===== src/rtl/pingpong_buf_ctrl_pkg.sv =====
// Shared definitions for the ping-pong buffer controller.
//   bank_state_t : per-bank occupancy (EMPTY=0, FULL=1)
//   DEF_*        : default address width, data width and bank depth
package pingpong_buf_ctrl_pkg;

    typedef enum logic {
        BANK_EMPTY = 1'b0,
        BANK_FULL  = 1'b1
    } bank_state_t;

    localparam int DEF_AWIDTH    = 11;
    localparam int DEF_DWIDTH    = 40;
    localparam int DEF_NUM_WORDS = 2048;

endpackage


===== src/rtl/pp_out_fifo2.sv =====
// Two-entry output FIFO with flow-through when empty.
//   clk, reset          : clock, synchronous active-high reset
//   push, push_data     : word arriving from the bank read port
//   pop                 : head consumed this cycle (only when head_valid)
//   head_valid/head_data: current head; an incoming word is visible the
//                         same cycle it arrives if the FIFO is empty
//   count               : stored entries, used by the read side as credits
module pp_out_fifo2 #(
    parameter int W = 41
) (
    input  logic         clk,
    input  logic         reset,
    input  logic         push,
    input  logic [W-1:0] push_data,
    input  logic         pop,
    output logic         head_valid,
    output logic [W-1:0] head_data,
    output logic [1:0]   count
);

    logic [W-1:0] ent0, ent1;
    logic         empty, store, deq;

    assign empty      = (count == 2'd0);
    assign head_valid = !empty || push;
    // Drive zero when nothing is presented so out_data is clean at reset.
    assign head_data  = !empty ? ent0 : (push ? push_data : '0);
    assign deq        = pop && !empty;
    // A word that arrives into an empty FIFO and is popped at once never lands.
    assign store      = push && !(empty && pop);

    always_ff @(posedge clk) begin
        if (reset) begin
            count <= 2'd0;
            ent0  <= '0;
            ent1  <= '0;
        end else begin
            case ({deq, store})
                2'b11: begin
                    if (count == 2'd1) begin
                        ent0 <= push_data;
                    end else begin
                        ent0 <= ent1;
                        ent1 <= push_data;
                    end
                end
                2'b10: begin
                    ent0  <= ent1;
                    count <= count - 2'd1;
                end
                2'b01: begin
                    if (empty) ent0 <= push_data;
                    else       ent1 <= push_data;
                    count <= count + 2'd1;
                end
                default: ;
            endcase
        end
    end

endmodule


===== src/rtl/pingpong_buf_ctrl.sv =====
// Ping-pong buffer controller for a two-bank BRAM.
//   in_*        : framed valid/ready input stream (in_last closes a frame)
//   out_*       : valid/ready drained stream with frame-end flag
//   mem_wr_*    : write port, one-hot bank enable, same-cycle as accept
//   mem_rd_*    : read issue port; mem_rd_data0/1 return one cycle later
//   bank_full   : per-bank FULL status
// One bank fills while the other drains; a frame is force-closed at
// NUM_WORDS words.
module pingpong_buf_ctrl
    import pingpong_buf_ctrl_pkg::*;
#(
    parameter int AWIDTH    = DEF_AWIDTH,
    parameter int NUM_WORDS = DEF_NUM_WORDS,
    parameter int DWIDTH    = DEF_DWIDTH
) (
    input  logic              clk,
    input  logic              reset,
    input  logic              in_valid,
    output logic              in_ready,
    input  logic [DWIDTH-1:0] in_data,
    input  logic              in_last,
    output logic              out_valid,
    input  logic              out_ready,
    output logic [DWIDTH-1:0] out_data,
    output logic              out_last,
    output logic [1:0]        mem_wr_en,
    output logic [AWIDTH-1:0] mem_wr_addr,
    output logic [DWIDTH-1:0] mem_wr_data,
    output logic              mem_rd_en,
    output logic              mem_rd_bank,
    output logic [AWIDTH-1:0] mem_rd_addr,
    input  logic [DWIDTH-1:0] mem_rd_data0,
    input  logic [DWIDTH-1:0] mem_rd_data1,
    output logic [1:0]        bank_full
);

    localparam logic [AWIDTH-1:0] LAST_ADDR = AWIDTH'(NUM_WORDS - 1);

    bank_state_t       bank_st [2];
    bank_state_t       bank_st_nxt [2];
    logic [AWIDTH:0]   bank_len [2];
    logic [AWIDTH:0]   bank_len_nxt [2];
    logic              wbank, wbank_nxt, rbank, rbank_nxt;
    logic [AWIDTH-1:0] wcnt, wcnt_nxt, rcnt, rcnt_nxt;

    logic              rd_inflight, rd_inflight_bank, rd_inflight_last;
    logic              wr_fire, wr_close, rd_issue, rd_last;
    logic [1:0]        fifo_count;
    logic [DWIDTH:0]   fifo_head;

    assign in_ready    = (bank_st[wbank] == BANK_EMPTY);
    assign wr_fire     = in_valid && in_ready;
    assign wr_close    = in_last || (wcnt == LAST_ADDR);
    assign mem_wr_en   = wr_fire ? (wbank ? 2'b10 : 2'b01) : 2'b00;
    assign mem_wr_addr = wcnt;
    assign mem_wr_data = in_data;

    // Credits: stored words plus the read still in the BRAM pipeline may
    // never exceed the FIFO depth.
    assign rd_issue    = (bank_st[rbank] == BANK_FULL) &&
                         ((fifo_count + {1'b0, rd_inflight}) < 2'd2);
    assign rd_last     = ({1'b0, rcnt} == bank_len[rbank] - (AWIDTH+1)'(1));
    assign mem_rd_en   = rd_issue;
    assign mem_rd_bank = rbank;
    assign mem_rd_addr = rcnt;

    assign bank_full   = {bank_st[1] == BANK_FULL, bank_st[0] == BANK_FULL};

    // Write and read sides never touch the same bank in one cycle: the
    // writer only closes an EMPTY bank, the reader only releases a FULL one.
    always_comb begin
        bank_st_nxt  = bank_st;
        bank_len_nxt = bank_len;
        wbank_nxt    = wbank;
        wcnt_nxt     = wcnt;
        rbank_nxt    = rbank;
        rcnt_nxt     = rcnt;
        if (wr_fire) begin
            if (wr_close) begin
                bank_st_nxt[wbank]  = BANK_FULL;
                bank_len_nxt[wbank] = {1'b0, wcnt} + (AWIDTH+1)'(1);
                wcnt_nxt            = '0;
                wbank_nxt           = ~wbank;
            end else begin
                wcnt_nxt = wcnt + AWIDTH'(1);
            end
        end
        if (rd_issue) begin
            if (rd_last) begin
                bank_st_nxt[rbank] = BANK_EMPTY;
                rcnt_nxt           = '0;
                rbank_nxt          = ~rbank;
            end else begin
                rcnt_nxt = rcnt + AWIDTH'(1);
            end
        end
    end

    always_ff @(posedge clk) begin
        if (reset) begin
            for (int i = 0; i < 2; i++) begin
                bank_st[i]  <= BANK_EMPTY;
                bank_len[i] <= '0;
            end
            wbank            <= 1'b0;
            wcnt             <= '0;
            rbank            <= 1'b0;
            rcnt             <= '0;
            rd_inflight      <= 1'b0;
            rd_inflight_bank <= 1'b0;
            rd_inflight_last <= 1'b0;
        end else begin
            bank_st          <= bank_st_nxt;
            bank_len         <= bank_len_nxt;
            wbank            <= wbank_nxt;
            wcnt             <= wcnt_nxt;
            rbank            <= rbank_nxt;
            rcnt             <= rcnt_nxt;
            rd_inflight      <= rd_issue;
            rd_inflight_bank <= rbank;
            rd_inflight_last <= rd_last;
        end
    end

    pp_out_fifo2 #(.W(DWIDTH + 1)) u_out_fifo (
        .clk        (clk),
        .reset      (reset),
        .push       (rd_inflight),
        .push_data  ({rd_inflight_last,
                      rd_inflight_bank ? mem_rd_data1 : mem_rd_data0}),
        .pop        (out_valid && out_ready),
        .head_valid (out_valid),
        .head_data  (fifo_head),
        .count      (fifo_count)
    );

    assign out_last = fifo_head[DWIDTH];
    assign out_data = fifo_head[DWIDTH-1:0];

endmodule


===== config.mk =====
export PLATFORM = sky130hd
export DESIGN_NAME = pingpong_buf_ctrl
export DESIGN_NICKNAME = d
export VERILOG_FILES = /design/src/rtl/pingpong_buf_ctrl_pkg.sv /design/src/rtl/pp_out_fifo2.sv /design/src/rtl/pingpong_buf_ctrl.sv
export SDC_FILE = /design/constraint.sdc
export NUM_CORES = 1
export LEC_CHECK = 0
export CAP_MARGIN = 20
export CELL_PAD_IN_SITES_DETAIL_PLACEMENT = 0
export CELL_PAD_IN_SITES_GLOBAL_PLACEMENT = 1
export CORE_ASPECT_RATIO = 0.75
export CORE_MARGIN = 3
export CORE_UTILIZATION = 30
export CTS_CLUSTER_SIZE = 40
export DETAILED_ROUTE_END_ITERATION = 10
export PLACE_DENSITY_LB_ADDON = 0.1
export SYNTH_ARGS = -nofsm -noshare
export SYNTH_HDL_FRONTEND = slang
export SYNTH_SLANG_ARGS = --single-unit

===== constraint.sdc =====
create_clock -name clk -period 2.5 [get_ports clk]
set_clock_uncertainty 0.05 [all_clocks]
set_input_delay 0.625 -clock clk [delete_from_list [all_inputs] [get_ports clk]]
set_output_delay 0.625 -clock clk [all_outputs]
set_load 0.005 [all_outputs]

==> results.txt, run 1 <==
Pre-antenna DRT Iters -> 4
Max Root-Sink Buffers -> 2
Fin worst setup slack -> 0.0130 ns
Syn_nets -> 1018
Largest net degree at the start of global routing -> 82
WL final -> 21700 µm
Vias in the first global route -> 6085
DR DRC count -> 0
Worst min-delay path category -> flop to flop
Worst Tran Pin Value -> 0.591 ns
DRT antenna net count -> 0
Post-Syn Area per Cell -> 8.11 µm²
Drt wl/cell -> 15.9 µm
H-tree depth -> 4
Design Power -> 6380 µW
Worst Path Required -> 2.74 ns
Leakage dissipation -> 0.00364 µW
Layout Utilization -> 0.444
Fraction of layout cells with a size suffix above 1 -> 0.169
Starting DRT DRC Count -> 360
Setup CP Type -> flop to flop
Critical path fanouts, max -> 6
Setup crit start kind -> flop
Highest ir drop seen on vdd -> 497 µV
Clock insertion delay at the later pin of the skew report -> 0.42 ns
CTS tree -> built
Fmax achieved -> 402 MHz
Setup violations, final -> 0
Row count -> 48
Via count -> 6479
WP data arrival -> 2.73 ns
Root Buffer -> clkbuf_16
Mapped Cells -> 888
Clock Pin Slew Worst Setup and Hold Paths -> 0.06 ns
Slew Limit Fails -> 0
Status -> completed
Area delta synth->final -> 43.6%
Ratio of final minimum period to clock period -> 0.995
Layout net count -> 1177
Post-Syn Area -> 7200 µm²
Ys async rst share -> 0
First-pass GRT wire length -> 34100 µm
Seq/Total Area, Yosys -> 0.381
Ys flop type -> dfxtp_1
Post-Place Setup Slack -> -0.272 ns
Post-CTS Hold Fix Bufs -> 0
RSZ-0062 raised after global routing -> true
Post-synthesis cell type count -> 51
Post-DP HPWL -> 14300 µm
Rel. slew slack -> 0.606
Vias/cell -> 4.77
CORE AREA -> 23300 µm²
Input/output buffers -> 155
Fin. Hold Viols -> 0
EDFF count, synth -> 0
Hold WS -> 0.424 ns
Final Critical Period -> 2.49 ns
Initial antenna violation count -> 0
Critical path endpoint category -> flop
Yosys warnings -> 0
Total gr overflow -> 0
Ant. Diodes -> 0
Max Cap Viol -> 0
PD cells -> 617 nW/µm²
Initial Util -> 0.309
All-layer global routing usage -> 0.164
Gpl congestion -> 0.748
Die footprint -> 25900 µm²
# IOs -> 236
Die H -> 140 µm
Die extent in x -> 185 µm
CTS Sinks -> 137
Num CTS Buffers -> 17
Flops & latches, synth -> 137
==> routing by layer <==
| metal | GRT usage | part of all wire | vias to the layer above |
|---|---|---|---|
| met3 | 0.0392 | 0.049 | 29 |
| met5 | 0 | 0 | - |
| li1 | - | - | 3413 |
| met4 | 0.0383 | 0.011 | 0 |
| met2 | 0.222 | 0.39 | 127 |
| met1 | 0.258 | 0.55 | 2910 |
==> report_power, final <==
part	switching (µW)	internal [µW]	leakage, µW	total (µW)
clock	1000	1470	0.000277	2470
sequential	70.3	2290	0.00111	2360
combinational	842	711	0.00225	1550
total	1910	4470	0.00364	6380
==> logic make-up after synthesis <==
kind of cell,synth area share
XOR/XNOR,0.0450
AND/OR/NAND/NOR,0.160
AO/OA/AOI/OAI,0.207
flip-flops,0.381
buffers and inverters,0.108
adder cells (fa/ha/maj),0.00869
multiplexers,0.0902
==> sequential cells by signal, indices dropped and copies added, names as in the netlist, 2 cells and up <==
signal	cells
bank_len	24
bank_full	2
u_out_fifo.ent1	41
u_out_fifo.count	2
mem_wr_addr	11
mem_rd_addr	11
u_out_fifo.ent0	41
==> final timing paths <==
path	start	to	slack (ns)	cells after the start
worst min register to register	u_out_fifo.ent0[40]	u_out_fifo.ent0[40]	0.42	2
worst max-delay path	mem_rd_bank	mem_rd_bank	0.01	9
worst max register to register	mem_rd_bank	mem_rd_bank	0.01	9
worst min-delay path	u_out_fifo.ent0[40]	u_out_fifo.ent0[40]	0.42	2
==> cell usage in the layout (no fill, tap or decap), types with 4 or more instances in the layout <==
| master | count |
|---|---|
| nand3b_1 | 5 |
| dfxtp_1 | 135 |
| nor2_1 | 171 |
| clkdlybuf4s15_1 | 4 |
| xnor2_1 | 21 |
| inv_1 | 47 |
| buf_12 | 14 |
| o22ai_1 | 37 |
| xor2_1 | 16 |
| a21oi_1 | 53 |
| buf_4 | 74 |
| o21ai_0 | 9 |
| inv_6 | 4 |
| a211oi_1 | 103 |
| o22ai_2 | 4 |
| clkbuf_16 | 18 |
| nand2_1 | 18 |
| nor3_1 | 22 |
| mux2i_2 | 9 |
| mux2i_4 | 6 |
| and3_1 | 6 |
| dlygate4sd2_1 | 38 |
| mux2i_1 | 46 |
| nand3_1 | 12 |
| clkdlybuf4s50_1 | 109 |
==> per-stage QoR <==
| stage | cells | instance area (µm²) | setup TNS [ns] |
|---|---|---|---|
| floorplan | 888 | 7270 | -0.0189 |
| global placement | 1321 | 9450 | -1.24 |
| detailed placement | 1321 | 9450 | -1.82 |
| CTS | 1358 | 10200 | -0.00444 |
| global route | 1359 | 10300 | -0.364 |
| finish | 1359 | 10300 | 0 |
==> synth_stat cells (16+ instances only) <==
| cell type | instances | area [µm²] |
|---|---|---|
| a211oi_1 | 104 | 781 |
| a21oi_1 | 53 | 265 |
| buf_4 | 40 | 300 |
| clkbuf_1 | 53 | 199 |
| dfxtp_1 | 137 | 2740 |
| inv_1 | 48 | 180 |
| mux2i_1 | 59 | 591 |
| nand2_1 | 19 | 71.3 |
| nor2_1 | 173 | 649 |
| nor3_1 | 22 | 110 |
| o22ai_1 | 41 | 257 |
| xnor2_1 | 21 | 184 |
| xor2_1 | 16 | 140 |
==> area by class of cell <==
cell class / instances / area (µm²)
clock buffer: 18 / 429
clock inverter: 13 / 143
fill: 2372 / 13000
inverter: 48 / 180
multi-input combinational: 593 / 3990
sequential: 137 / 2750
tap: 300 / 375
timing repair buffer: 250 / 2480
==> critical path, stage by stage (launching register included) <==
cell       delay, ns
dfxtp_4         0.38
buf_8           0.14
mux2i_4         0.26
ha_4            0.19
o21ai_4         0.09
o31ai_4         0.23
nand3_2         0.12
a2111oi_4       0.33
and3b_2         0.28
mux2_4          0.30
==> what timing repair did <==
item	in CTS	in global routing
buffers inserted	3	1
resized for setup	74	31
endpoints found under the hold margin	0	0
pin swaps	3	3
setup endpoints to repair	60	37
cloned	3	1
Note: power is estimated with default switching activity, not from simulation.
==> run 2: changes to the inputs <==
CORE_MARGIN = default   (was 3)
==> results.txt, run 2 (synthesis gave the netlist of run 1 again) <==
Area of the multi-input gates -> 4010 µm²
CTS Sinks -> 137
Fin. Hold Viols -> 0
Rel. slew slack -> 0.625
Setup crit start kind -> flop
Die extent in x -> 181 µm
H-tree depth -> 4
Starting DRT DRC Count -> 287
PD cells -> 622 nW/µm²
Gpl congestion -> 0.760
Post-DP HPWL -> 14200 µm
Highest ir drop seen on vdd -> 542 µV
Sequential Area -> 2750 µm²
Setup CP Type -> flop to flop
Die footprint -> 24600 µm²
Clock Pin Slew Worst Setup and Hold Paths -> 0.06 ns
DR DRC count -> 0
R2R Setup Slk -> 0.01 ns
Reg-to-reg startpoint -> mem_rd_bank
# IOs -> 236
Critical path fanouts, max -> 9
Biggest regs -> u_out_fifo.ent0: 41 flops, u_out_fifo.ent1: 41 flops, bank_len: 24 flops
Worst Tran Pin Value -> 0.563 ns
Layout net count -> 1187
Input/output buffers -> 155
First-pass GRT wire length -> 34000 µm
Worst min-delay path category -> flop to flop
Ant. Diodes -> 0
Initial antenna violation count -> 0
All-layer global routing usage -> 0.175
RSZ-0062 raised after global routing -> true
Max Root-Sink Buffers -> 2
Num CTS Buffers -> 17
Reg2Reg Depth -> 8
Hold Path End -> u_out_fifo.ent0[36]
Slew Limit Fails -> 0
Setup tns final -> 0 ns
Row count -> 48
Vias/cell -> 4.79
Pre-antenna DRT Iters -> 4
Fraction of layout cells with a size suffix above 1 -> 0.200
Hold depth -> 2
Design Power -> 6450 µW
Initial Util -> 0.309
Largest net degree at the start of global routing -> 59
CORE AREA -> 23300 µm²
WP data arrival -> 2.74 ns
Commonest non-fill, non-tap cell in the layout -> nor2_1
Dpl cells -> 1329
R2R Path End -> mem_rd_bank
Total gr overflow -> 0
Area delta synth->final -> 44.2%
Critical path endpoint category -> flop
Fmax achieved -> 402 MHz
CTS tree -> built
Finished Layout Cells -> 1369
Die H -> 136 µm
Hold WS -> 0.434 ns
Drt wl/cell -> 15.7 µm
Final Critical Period -> 2.49 ns
Vias in the first global route -> 5993
Max Cap Viol -> 0
Status -> completed
Root Buffer -> clkbuf_16
Filler cells -> 2335
Clock insertion delay at the later pin of the skew report -> 0.41 ns
Setup violations, final -> 0
Ratio of final minimum period to clock period -> 0.994
Most frequent cells in the layout -> nor2_1, dfxtp_1, clkdlybuf4s50_1
DRT antenna net count -> 0
Layout Utilization -> 0.445
WL final -> 21500 µm
Leakage dissipation -> 0.00366 µW
Worst Path Required -> 2.75 ns
Via count -> 6555
HP Start -> u_out_fifo.ent0[36]
## run 2: metrics by stage
step	cell area (µm²)	setup WS, ns
after global placement	9480	-0.307
after global routing	10400	-0.0574
final	10400	0.0139
after detailed placement	9480	-0.303
after CTS	10300	0.000121
after floorplan	7270	-0.0189
## run 2: final cells by class
class	count	area share
Clock inverter	13	0.0140
Sequential cell	137	0.265
Timing Repair Buffer	260	0.239
Tap cell	300	0.0362
Multi-Input combinational cell	593	0.386
Inverter	48	0.0174
Clock buffer	18	0.0423
## run 2: worst max-delay path: stages, from the launching register on
cell and delay, ns:
dfxtp_4 0.37, buf_4 0.13, buf_6 0.14, mux2i_4 0.25, xor2_2 0.25, a31oi_1 0.13, o41a_1 0.43, and3b_2 0.32
mux2_4 0.30
## run 2: how the worst max path moves through the flow
stage | slack (ns) | end | cells after the start | start
finish | 0.01 | mem_rd_bank | 8 | mem_rd_bank
global route | -0.06 | mem_rd_addr[2] | 10 | mem_rd_bank
CTS | 0.0001 | out_data[13] | 6 | u_out_fifo.count[0]
detailed placement | -0.30 | out_data[1] | 5 | mem_rd_data1[1]
global placement | -0.31 | out_data[1] | 5 | mem_rd_data1[1]
floorplan | -0.02 | mem_rd_bank | 10 | mem_rd_bank
## run 2: report_power, final
group	internal, µW	leakage, µW	switching, µW
sequential	2290	0.00111	76.6
combinational	718	0.00228	846
clock	1500	0.000267	1030
## run 2: per-layer routing
layer / part of all wire / vias to the layer above / GRT usage / routed length [µm]
met3: 0.060 / 16 / 0.0504 / 1280
met2: 0.38 / 148 / 0.231 / 8190
met1: 0.55 / 2974 / 0.269 / 11800
met4: 0.0088 / 0 / 0.0446 / 189
li1: - / 3417 / - / -
met5: 0 / - / 0 / 0
## run 2: repair_timing
action | 4_1_cts | 5_1_grt
hold buffers | 0 | 0
setup endpoints to repair | 60 | 45
setup buffers | 2 | 3
gates cloned | 4 | 0
hold endpoints to repair | 0 | 0
resized for setup | 89 | 62
pin swaps | 1 | 10
